===== config.mk =====
export PLATFORM = sky130hd
export DESIGN_NAME = fp_add_pipe
export DESIGN_NICKNAME = d
export VERILOG_FILES = /design/src/rtl/fp_add_pipe.sv
export SDC_FILE = /design/constraint.sdc
export NUM_CORES = 1
export LEC_CHECK = 0
export BUFFER_PORTS_ARGS = -buffer_cell sky130_fd_sc_hd__buf_2
export CAP_MARGIN = 5
export CORE_UTILIZATION = 30
export DETAILED_ROUTE_END_ITERATION = 10
export MAX_ROUTING_LAYER = met4
export PLACE_DENSITY = 0.49
export REMOVE_ABC_BUFFERS = 1
export SYNTH_ARGS = -nofsm -noshare
export SYNTH_HDL_FRONTEND = slang
export SYNTH_SLANG_ARGS = --single-unit

===== constraint.sdc =====
create_clock -name clk -period 5.7 [get_ports clk]
set_input_delay 0.855 -clock clk [delete_from_list [all_inputs] [get_ports clk]]
set_output_delay 0.855 -clock clk [all_outputs]
set_load 0.03 [all_outputs]

===== src/rtl/fp_add_pipe.sv =====
// Three-stage pipelined floating-point adder/subtractor with a valid/ready handshake.
// Denormal inputs are flushed to zero and results are rounded to nearest, ties to even.
module fp_add_pipe #(
   parameter int EXPBITS  = 8,
   parameter int FRACBITS = 23,
   localparam int W = 1 + EXPBITS + FRACBITS
) (
   input  logic         clk,
   input  logic         rst_n,
   input  logic         in_valid,
   output logic         in_ready,
   input  logic [W-1:0] a,
   input  logic [W-1:0] b,
   input  logic         sub,
   output logic         out_valid,
   input  logic         out_ready,
   output logic [W-1:0] result,
   output logic [3:0]   flags
);
   localparam int E  = EXPBITS;
   localparam int F  = FRACBITS;
   localparam int XW = F + 4;
   localparam int SW = F + 5;
   localparam int EW = E + 8;
   localparam logic [W-1:0]  QNAN    = {1'b0, {E{1'b1}}, 1'b1, {(F-1){1'b0}}};
   localparam logic [EW-1:0] EXP_MAX = EW'((1 << E) - 1);

   logic en;
   assign en       = !out_valid || out_ready;
   assign in_ready = en;

   logic         sa, sb;
   logic [E-1:0] ea, eb;
   logic [F-1:0] fa, fb;
   logic         a_nan, b_nan, a_inf, b_inf, a_zero, b_zero, swap;

   assign sa     = a[W-1];
   assign sb     = b[W-1] ^ sub;
   assign ea     = a[W-2:F];
   assign eb     = b[W-2:F];
   assign fa     = a[F-1:0];
   assign fb     = b[F-1:0];
   assign a_nan  = (ea == '1) && (fa != '0);
   assign b_nan  = (eb == '1) && (fb != '0);
   assign a_inf  = (ea == '1) && (fa == '0);
   assign b_inf  = (eb == '1) && (fb == '0);
   assign a_zero = (ea == '0);
   assign b_zero = (eb == '0);
   assign swap   = {eb, fb} > {ea, fa};

   // Operand pairs whose result needs no arithmetic are resolved up front and
   // ride down the pipe as a ready-made result.
   logic         s1_spec_n;
   logic [W-1:0] s1_res_n;
   logic [3:0]   s1_flags_n;
   always_comb begin
      s1_spec_n  = 1'b1;
      s1_res_n   = '0;
      s1_flags_n = '0;
      if (a_nan || b_nan)
         s1_res_n = QNAN;
      else if (a_inf && b_inf && (sa != sb)) begin
         s1_res_n   = QNAN;
         s1_flags_n = 4'b1000;
      end
      else if (a_inf)
         s1_res_n = {sa, ea, fa};
      else if (b_inf)
         s1_res_n = {sb, eb, fb};
      else if (a_zero && b_zero)
         s1_res_n = {sa & sb, {(W-1){1'b0}}};
      else if (a_zero)
         s1_res_n = {sb, eb, fb};
      else if (b_zero)
         s1_res_n = {sa, ea, fa};
      else
         s1_spec_n = 1'b0;
   end

   logic         s1_valid, s1_spec, s1_sx, s1_sy;
   logic [W-1:0] s1_res;
   logic [3:0]   s1_flags;
   logic [E-1:0] s1_ex, s1_diff;
   logic [F-1:0] s1_fx, s1_fy;

   logic [XW-1:0] x_al, y_ext, y_al, y_lost;
   logic [SW-1:0] sum_n;
   always_comb begin
      x_al   = {1'b1, s1_fx, 3'b000};
      y_ext  = {1'b1, s1_fy, 3'b000};
      y_lost = '0;
      if (int'(s1_diff) >= XW)
         y_al = XW'(1);
      else begin
         y_al    = y_ext >> s1_diff;
         y_lost  = y_ext & ~({XW{1'b1}} << s1_diff);
         y_al[0] = y_al[0] | (|y_lost);
      end
      if (s1_sx != s1_sy)
         sum_n = {1'b0, x_al} - {1'b0, y_al};
      else
         sum_n = {1'b0, x_al} + {1'b0, y_al};
   end

   logic          s2_valid, s2_spec, s2_sign;
   logic [W-1:0]  s2_res;
   logic [3:0]    s2_flags;
   logic [E-1:0]  s2_exp;
   logic [SW-1:0] s2_sum;

   function automatic logic [6:0] lzc(input logic [XW-1:0] v);
      logic [6:0] n;
      n = 7'(XW);
      for (int i = 0; i < XW; i++)
         if (v[i]) n = 7'(XW - 1 - i);
      return n;
   endfunction

   logic [XW-1:0] norm, shifted;
   logic [6:0]    lz;
   logic [F:0]    mant;
   logic [F+1:0]  mr;
   logic [F-1:0]  frac_n;
   logic [EW-1:0] exp_n;
   logic          g, r, s, rnd, inexact;
   logic [W-1:0]  res_n;
   logic [3:0]    flags_n;
   always_comb begin
      lz      = lzc(s2_sum[XW-1:0]);
      shifted = s2_sum[XW-1:0] << lz;
      if (s2_sum[SW-1]) begin
         norm  = {s2_sum[SW-1:2], s2_sum[1] | s2_sum[0]};
         exp_n = EW'(s2_exp) + EW'(1);
      end else begin
         norm  = shifted;
         exp_n = EW'(s2_exp) - EW'(lz);
      end
      mant    = norm[XW-1:3];
      g       = norm[2];
      r       = norm[1];
      s       = norm[0];
      inexact = g | r | s;
      rnd     = g & (r | s | mant[0]);
      mr      = {1'b0, mant} + (F+2)'(rnd);
      frac_n  = mr[F-1:0];
      if (mr[F+1]) begin
         exp_n  = exp_n + EW'(1);
         frac_n = mr[F:1];
      end
      res_n   = {s2_sign, exp_n[E-1:0], frac_n};
      flags_n = {3'b000, inexact};
      // exp_n is two's complement here; a set MSB means it went below zero
      if (s2_spec) begin
         res_n   = s2_res;
         flags_n = s2_flags;
      end
      else if (s2_sum == '0) begin
         res_n   = '0;
         flags_n = '0;
      end
      else if (!exp_n[EW-1] && (exp_n >= EXP_MAX)) begin
         res_n   = {s2_sign, {E{1'b1}}, {F{1'b0}}};
         flags_n = 4'b0101;
      end
      else if (exp_n[EW-1] || (exp_n == '0)) begin
         res_n   = {s2_sign, {(W-1){1'b0}}};
         flags_n = 4'b0011;
      end
   end

   // All three stages advance together on en so bubbles keep their slots.
   always_ff @(posedge clk or negedge rst_n) begin
      if (!rst_n) begin
         s1_valid  <= 1'b0;
         s1_spec   <= 1'b0;
         s1_res    <= '0;
         s1_flags  <= '0;
         s1_sx     <= 1'b0;
         s1_sy     <= 1'b0;
         s1_ex     <= '0;
         s1_diff   <= '0;
         s1_fx     <= '0;
         s1_fy     <= '0;
         s2_valid  <= 1'b0;
         s2_spec   <= 1'b0;
         s2_res    <= '0;
         s2_flags  <= '0;
         s2_sign   <= 1'b0;
         s2_exp    <= '0;
         s2_sum    <= '0;
         out_valid <= 1'b0;
         result    <= '0;
         flags     <= '0;
      end
      else if (en) begin
         s1_valid  <= in_valid;
         s1_spec   <= s1_spec_n;
         s1_res    <= s1_res_n;
         s1_flags  <= s1_flags_n;
         s1_sx     <= swap ? sb : sa;
         s1_sy     <= swap ? sa : sb;
         s1_ex     <= swap ? eb : ea;
         s1_diff   <= swap ? (eb - ea) : (ea - eb);
         s1_fx     <= swap ? fb : fa;
         s1_fy     <= swap ? fa : fb;
         s2_valid  <= s1_valid;
         s2_spec   <= s1_spec;
         s2_res    <= s1_res;
         s2_flags  <= s1_flags;
         s2_sign   <= s1_sx;
         s2_exp    <= s1_ex;
         s2_sum    <= sum_n;
         out_valid <= s2_valid;
         result    <= res_n;
         flags     <= flags_n;
      end
   end
endmodule


After elaboration in Yosys (flattened, before gate mapping)
Cells that the tools add are included.
{"block": "word_totals", "register_bits": 214, "input_bits": 69, "output_inout_bits": 38, "elab_cells": 134}
{"block": "classes", "add_sub_neg": 8, "order_cmp": 3, "n_eq_ne": 4, "shifts": 3, "mux": 63, "bitwise_logic": 11, "n_reduce_logical": 22}
{"op": "$mux 32", "n": 9}
{"op": "$mux 7", "n": 26}
{"op": "$mux 23", "n": 3}
{"op": "$mux 31", "n": 2}
{"op": "$mux 27", "n": 2}
{"op": "$logic_not 23->1", "n": 2}
{"op": "$reduce_bool 23->1", "n": 2}
{"op": "$mux 16", "n": 2}
{"op": "$gt 31x31->1", "n": 1}
{"op": "$add 27x27->28", "n": 1}
{"op": "$logic_not 28->1", "n": 1}
{"op": "$mux 28", "n": 1}
{"op": "$sub 27x27->28", "n": 1}
{"op": "$and 27x27->27", "n": 1}
{"op": "$not 27->27", "n": 1}
{"op": "$reduce_or 27->1", "n": 1}
{"op": "$shl 27x7->27", "n": 1}
{"op": "$shl 27x8->27 const A", "n": 1}
{"op": "$shr 27x8->27", "n": 1}
{"op": "$add 24x1->25", "n": 1}
{"op": "$add 16x1->16 const B", "n": 1}
{"op": "$eq 8x8->1 const B", "n": 2}
{"op": "$ge 16x8->1 const B", "n": 1}
{"op": "$logic_not 16->1", "n": 1}
{"op": "17 further kinds", "n": 49}

Depth between registers and ports, before layout
{"block": "depth", "word_depth": 40, "depth_mapped": 31, "depth_no_buf": 27}

Worst setup path after synthesis
No wires, ideal clock.
{"block": "synth_path", "kind": "flip-flop to flip-flop", "startpoint": "reg s1_diff[0]", "endpoint": "reg s2_sum[25]", "setup_time_ns": 0.132, "arrival_ns": 5.805, "required_ns": 5.568, "slack_ns": -0.238, "path_stages_with_launch": 31, "n_path_buf": 5, "synth_period_minus_slack_ns": 5.938, "cell_sequence": "dfrtp_1 > buf_2 > buf_1 > buf_1 > clkbuf_1 > buf_1 > mux2i_1 > mux2i_1 > mux2i_1 > nor2_1 > o21ai_0 > o22ai_1 > nand2_1 > inv_1 > ha_1 > inv_1 > fa_1 > nor2_1 > nor2_1 > o21ai_0 > a21oi_1 > o311ai_0 > a21oi_1 > o31ai_1 > a311oi_1 > o21bai_1 > a21oi_1 > mux2i_1 > and3_1 > a2111oi_0 > nor2_1"}
{"block": "synth_between", "elab_chain_cells": 8, "word_cells_on_any_way": 11, "cone_classes": "add/sub (2); order compare (1); shift (2); mux (2); bitwise (3); reduce/logical (1)"}
{"element": "start, declared", "line_no": "83", "source": "logic [E-1:0] s1_ex, s1_diff;"}
{"element": "start signal, assigned", "line_no": "203", "source": "s1_diff <= swap ? (eb - ea) : (ea - eb);"}
{"element": "$shl 27x8->27", "line_no": "96", "source": "y_lost = y_ext & ~({XW{1'b1}} << s1_diff);"}
{"element": "$not 27->27", "line_no": "96"}
{"element": "$and 27x27->27", "line_no": "96"}
{"element": "$reduce_or 27->1", "line_no": "97", "source": "y_al[0] = y_al[0] | (|y_lost);"}
{"element": "$or 1x1->1", "line_no": "97"}
{"element": "$mux 27 *", "line_no": "92", "source": "if (int'(s1_diff) >= XW)"}
{"element": "$add 27x27->28 / $sub 27x27->28 (equally long branches)", "line_no": "102, 100"}
{"element": "$mux 28 *", "line_no": "99", "source": "if (s1_sx != s1_sy)"}
{"element": "end signal, assigned", "line_no": "212", "source": "s2_sum <= sum_n;"}
{"element": "end, declared", "line_no": "109", "source": "logic [SW-1:0] s2_sum;"}
Every way passes the cells marked *; elsewhere a longest branch is shown, timed or not.
A chain may end at the register's enable or synchronous reset.

Worst setup path in the final report
{"block": "layout_path", "startpoint": "reg s2_sum[1]", "endpoint": "reg result[10]"}
{"block": "layout_between", "elab_chain_cells": 39, "word_cells_on_any_way": 48, "cone_classes": "add/sub (3); order compare (1); shift (1); mux (34); bitwise (4); reduce/logical (5)"}
{"element": "branches (longest 37 deep; another with $mux 7)"}
{"element": "$mux 32 *", "line_no": "157", "source": "else if (s2_sum == '0) begin"}
{"element": "$mux 32 *", "line_no": "153", "source": "if (s2_spec) begin"}
{"element": "end signal, assigned", "line_no": "214", "source": "result <= res_n;"}
{"element": "end, declared", "line_no": "17", "source": "output logic [W-1:0] result,"}
Mark *: on every way between the ends.

==> results <==
- The proportion of power drawn by flip-flops and latches is 22.9%.
- The relative slew slack is 19.4%.
- The die covers 61,500 um^2.
- The vertical die dimension is 248 um.
- The number of fill cells in the layout is 6,362.
- In the synthesized netlist the dominant register cell turns out to be dfrtp_1.
- The first routing iteration left 1,612 violations.
- The hold violation count in the final report is 0.
- In the routed design, unresolved DRC markers number 0.
- The hold-fix buffer count after cts is 0.
- The shortest clock period the worst path allows after layout is 5.34 ns.
- The cell total after placement is 3,172.
- The share of post-route cells with drive strength above 1 is 14.4%.
- The number of clock sinks seen by CTS is 208.
- The static leakage is 0.00946 uW.
- The capturing element type of the critical path is a flop.
- The non-filler instance count after layout is 3,219.
- The summed area of non-filler cells in the final layout is 21,000 um^2.
- The clock-pin slew of the registers on the worst-case setup and hold paths is 0.06 ns.
- The critical path in this run is classified as flop to flop.
- The minimum hold slack is 0.251 ns.
- The synthesized netlist devotes 22.7% of its cell area to simple gates.
- Setup violations remaining at the end of the flow were counted as 0.
- By area, the combinational part of the netlist is dominated by compound AO/OA/AOI/OAI gates.
- In this run, CTS created clock tree buffers numbering 26.
- The routed design has 73,300 um of wire.
- The share of flip-flops with an asynchronous set or reset after synthesis is 100%.
- For the pin with the worst max-slew slack, the measured transition is 1.20 ns.
- Setup repair after global routing left no endpoint under its margin.
- The number of global-route vias before repair is 17,359.
- Timing would allow up to 187 MHz.
- The floorplan has 89 rows.
- TritonCTS built the clock tree.
- The end-of-flow core utilization is 35.2%.
- The count of state elements after synthesis is 208.
- The cell area reported after detailed placement is 20,000 um^2.
- The cell chosen for the clock root is clkbuf_16.
- The worst setup slack before clock tree synthesis is 0.277 ns.
- After Yosys synthesis, XOR and XNOR cells account for 2.94% of the synthesized area.
- The first global-routing pass estimated 111,000 um of wire.
- The combined global-route utilization of all metal layers is 24.2%.
- The total number of yosys warnings is 0.
- After detailed routing, the average wire length per cell comes to 22.8 um.
- The final route contains 18,584 vias.
- The mapped netlist covers 18,200 um^2.
- For this configuration, the core starts out at a cell density of 30.5%.
- The worst path meets setup with 0.363 ns of slack.
- Yosys mapped a number of flops with a built-in enable equal to 0.
- Data on the critical path arrives at its endpoint at 5.78 ns.
- The average footprint of a synthesized cell is 7.78 um^2.
- The analysis attributes to net switching a power of 5550 uW.
- In the final design database the tool counted 2,594 nets.
- The arithmetic-cell share of the synthesized area counting full adders, half adders and majority gates is 6.92%.
- Power spread over the standard cell area amounts to 532 nW/um^2.
- The number of H-tree levels is 1.
- The proportion of power drawn by the clock network is 15.4%.
- The worst clock skew is 0.0262 ns.
- Compared with the post-synthesis result, the final layout area differs by 15.4%.
- The insertion delay to the later sink of the worst-skew pair is 0.56 ns.
- Max-cap violations in this run came to 0.
- The flow ran to the end, and the final reports show no timing, DRC or antenna violations.
- The combinational share of power is 61.7%.
- The sequential area share after synthesis is 28.7%.
- In this run the remaining antenna-violating nets after routing total 0.
- The count of mapped cells out of synthesis is 2,334.
- The HPWL after detailed placement is 55,500 um.
- Leaving out fill and tap cells, the most frequent cells in the layout are nand2_1, dfrtp_1, o21ai_0, nor2_1, a21oi_1.
- In this run, distinct cell masters in the synthesized netlist total 92.
- The total overflow left after global routing is 0.
- Entering global routing, the biggest net connects 207 pins.
- The portion of synthesized area spent on multiplexers is 8.59%.
- The ratio of final minimum period to clock period is 93.6%.
- The first-pass iteration count of the detailed router is 6.
- The maximum fanout count along the critical path is 9.
- The worst setup path is launched from a flop.
- In this run the worst hold path is classified as input pin to async pin.
- The worst-case IR drop observed on VDD is 0.000242 V.
- Net switching is 49.7% of the power.
- The global placement routability congestion is 0.992.
- At the worst endpoint, the required time is 6.14 ns.
- The maximum clock insertion buffer count is 3.
- The final count of pins violating max slew is 0.
- The via density per instance is 5.77.
- The most common cell after layout, fill and taps aside is nand2_1.
- Cell internal power was estimated by the tool at 5610 uW.
- The initial antenna violation count is 1.
- The core area is 59,500 um^2.
- Summing the areas of all compound-gate instances in the mapped netlist gives 24.1% of the synthesized area.
- For this design the top-level I/O count stands at 107.
- Input and output buffers added on the ports amount to 106.
- The die is 248 um wide.
[worst max-delay path, cell delays in order (launching register included)]
cell,delay [ns]
dfrtp_1,0.48
nand2b_1,0.20
a221oi_2,0.24
o21ai_1,0.19
o311a_1,0.38
nor2_1,0.16
inv_2,0.09
ha_1,0.22
fa_1,0.40
nor2b_1,0.12
o21ai_0,0.09
nand2b_1,0.13
a211o_1,0.16
o21ai_0,0.10
xnor2_1,0.16
or2_2,0.34
nor4_2,0.33
nand3_1,0.11
o21ai_0,0.15
o41ai_1,0.14
mux2_2,0.36
or3_1,0.44
o31ai_1,0.26
[worst paths after layout]
kind                       cells after the start      start    endpoint  slack [ns]
min                                            1      rst_n  result[23]        0.25
min reg2reg                                    2   s2_valid    s2_valid        0.46
min in group clk                               2   s2_valid    s2_valid        0.46
max reg2reg                                   22  s2_sum[1]  result[10]        0.36
max                                           22  s2_sum[1]  result[10]        0.36
max in group asynchronous                      2      rst_n  s1_diff[0]        4.34
[Yosys cell counts, drive strengths merged (18+ instances only)]
cell type,count,share of area [%]
nand2,391,8.1
dfrtp,208,29
o21ai,199,5.5
nor2,185,3.9
a21oi,138,3.8
clkbuf,120,2.5
inv,113,2.3
mux2i,109,6.0
ha,94,6.5
nor3,54,1.5
xnor2,46,2.2
buf,44,1.3
nand3,40,1.1
nor4,37,1.4
a22oi,36,1.5
and3,33,1.1
nand4,29,1.0
nand2b,28,0.96
a21o,25,1.0
o31ai,25,1.0
o211ai,21,0.87
a31oi,19,0.65
mux2,19,1.2
a211oi,18,0.80
a221o,18,0.99
o22ai,18,0.62
[power by group through the flow]
| stage | clock network [uW] | registers [uW] | logic, uW |
|---|---|---|---|
| floorplan | 0 | 2660 | 4080 |
| global placement | 0 | 2540 | 6750 |
| detailed placement | 0 | 2560 | 6720 |
| CTS | 1760 | 2540 | 6760 |
| global route | 1820 | 2610 | 7440 |
| finish | 1720 | 2550 | 6890 |
[layout make-up]
cell class | count | area (um^2) | area share [%]
antenna | 1 | 2.50 | 0.0119
clock buffer | 37 | 743 | 3.55
clock inverter | 9 | 136 | 0.651
inverter | 115 | 434 | 2.07
multi-input combinational | 1847 | 11900 | 57.0
sequential | 208 | 5210 | 24.8
tap | 773 | 967 | 4.61
timing repair buffer | 229 | 1530 | 7.28
[sequential cells by signal (all words and copies together), names as in the netlist, 4 cells and up]
signal / count
s2_exp: 8
flags: 4
s1_fx: 23
s2_sum: 28
s1_fy: 23
s1_ex: 8
result: 32
s2_res: 32
s1_diff: 8
s1_res: 32
[logic make-up (layout without fill, tap and decap cells)]
kind of cell | count (synthesis) | after routing
other | 0 | 1
buffers and inverters | 279 | 390
multiplexers | 139 | 139
AND/OR/NAND/NOR | 884 | 884
adder cells (fa/ha/maj) | 98 | 98
AO/OA/AOI/OAI | 665 | 665
flip-flops | 208 | 208
XOR/XNOR | 61 | 61
[through the flow]
stage / TNS, ns / power [uW]
after floorplan: -1654.10 / 6730
after global placement: 0 / 9300
after detailed placement: 0 / 9290
after CTS: 0 / 11100
after global routing: 0 / 11900
final: 0 / 11200
[per-layer routing]
metal  global-route usage (%)  wire [um]  part of all wire, %
met3                     2.66       4800                  6.5
met4                     7.78       2650                  3.6
met2                     36.0      32100                   44
met1                     34.0      33700                   46
met5                        -          0                    0
[what timing repair did]
item / CTS / global route
gates resized for setup: 0 / 15
setup buffers: 0 / 0
setup endpoints to repair: 0 / 33
Power figures use the tool's default switching activity.
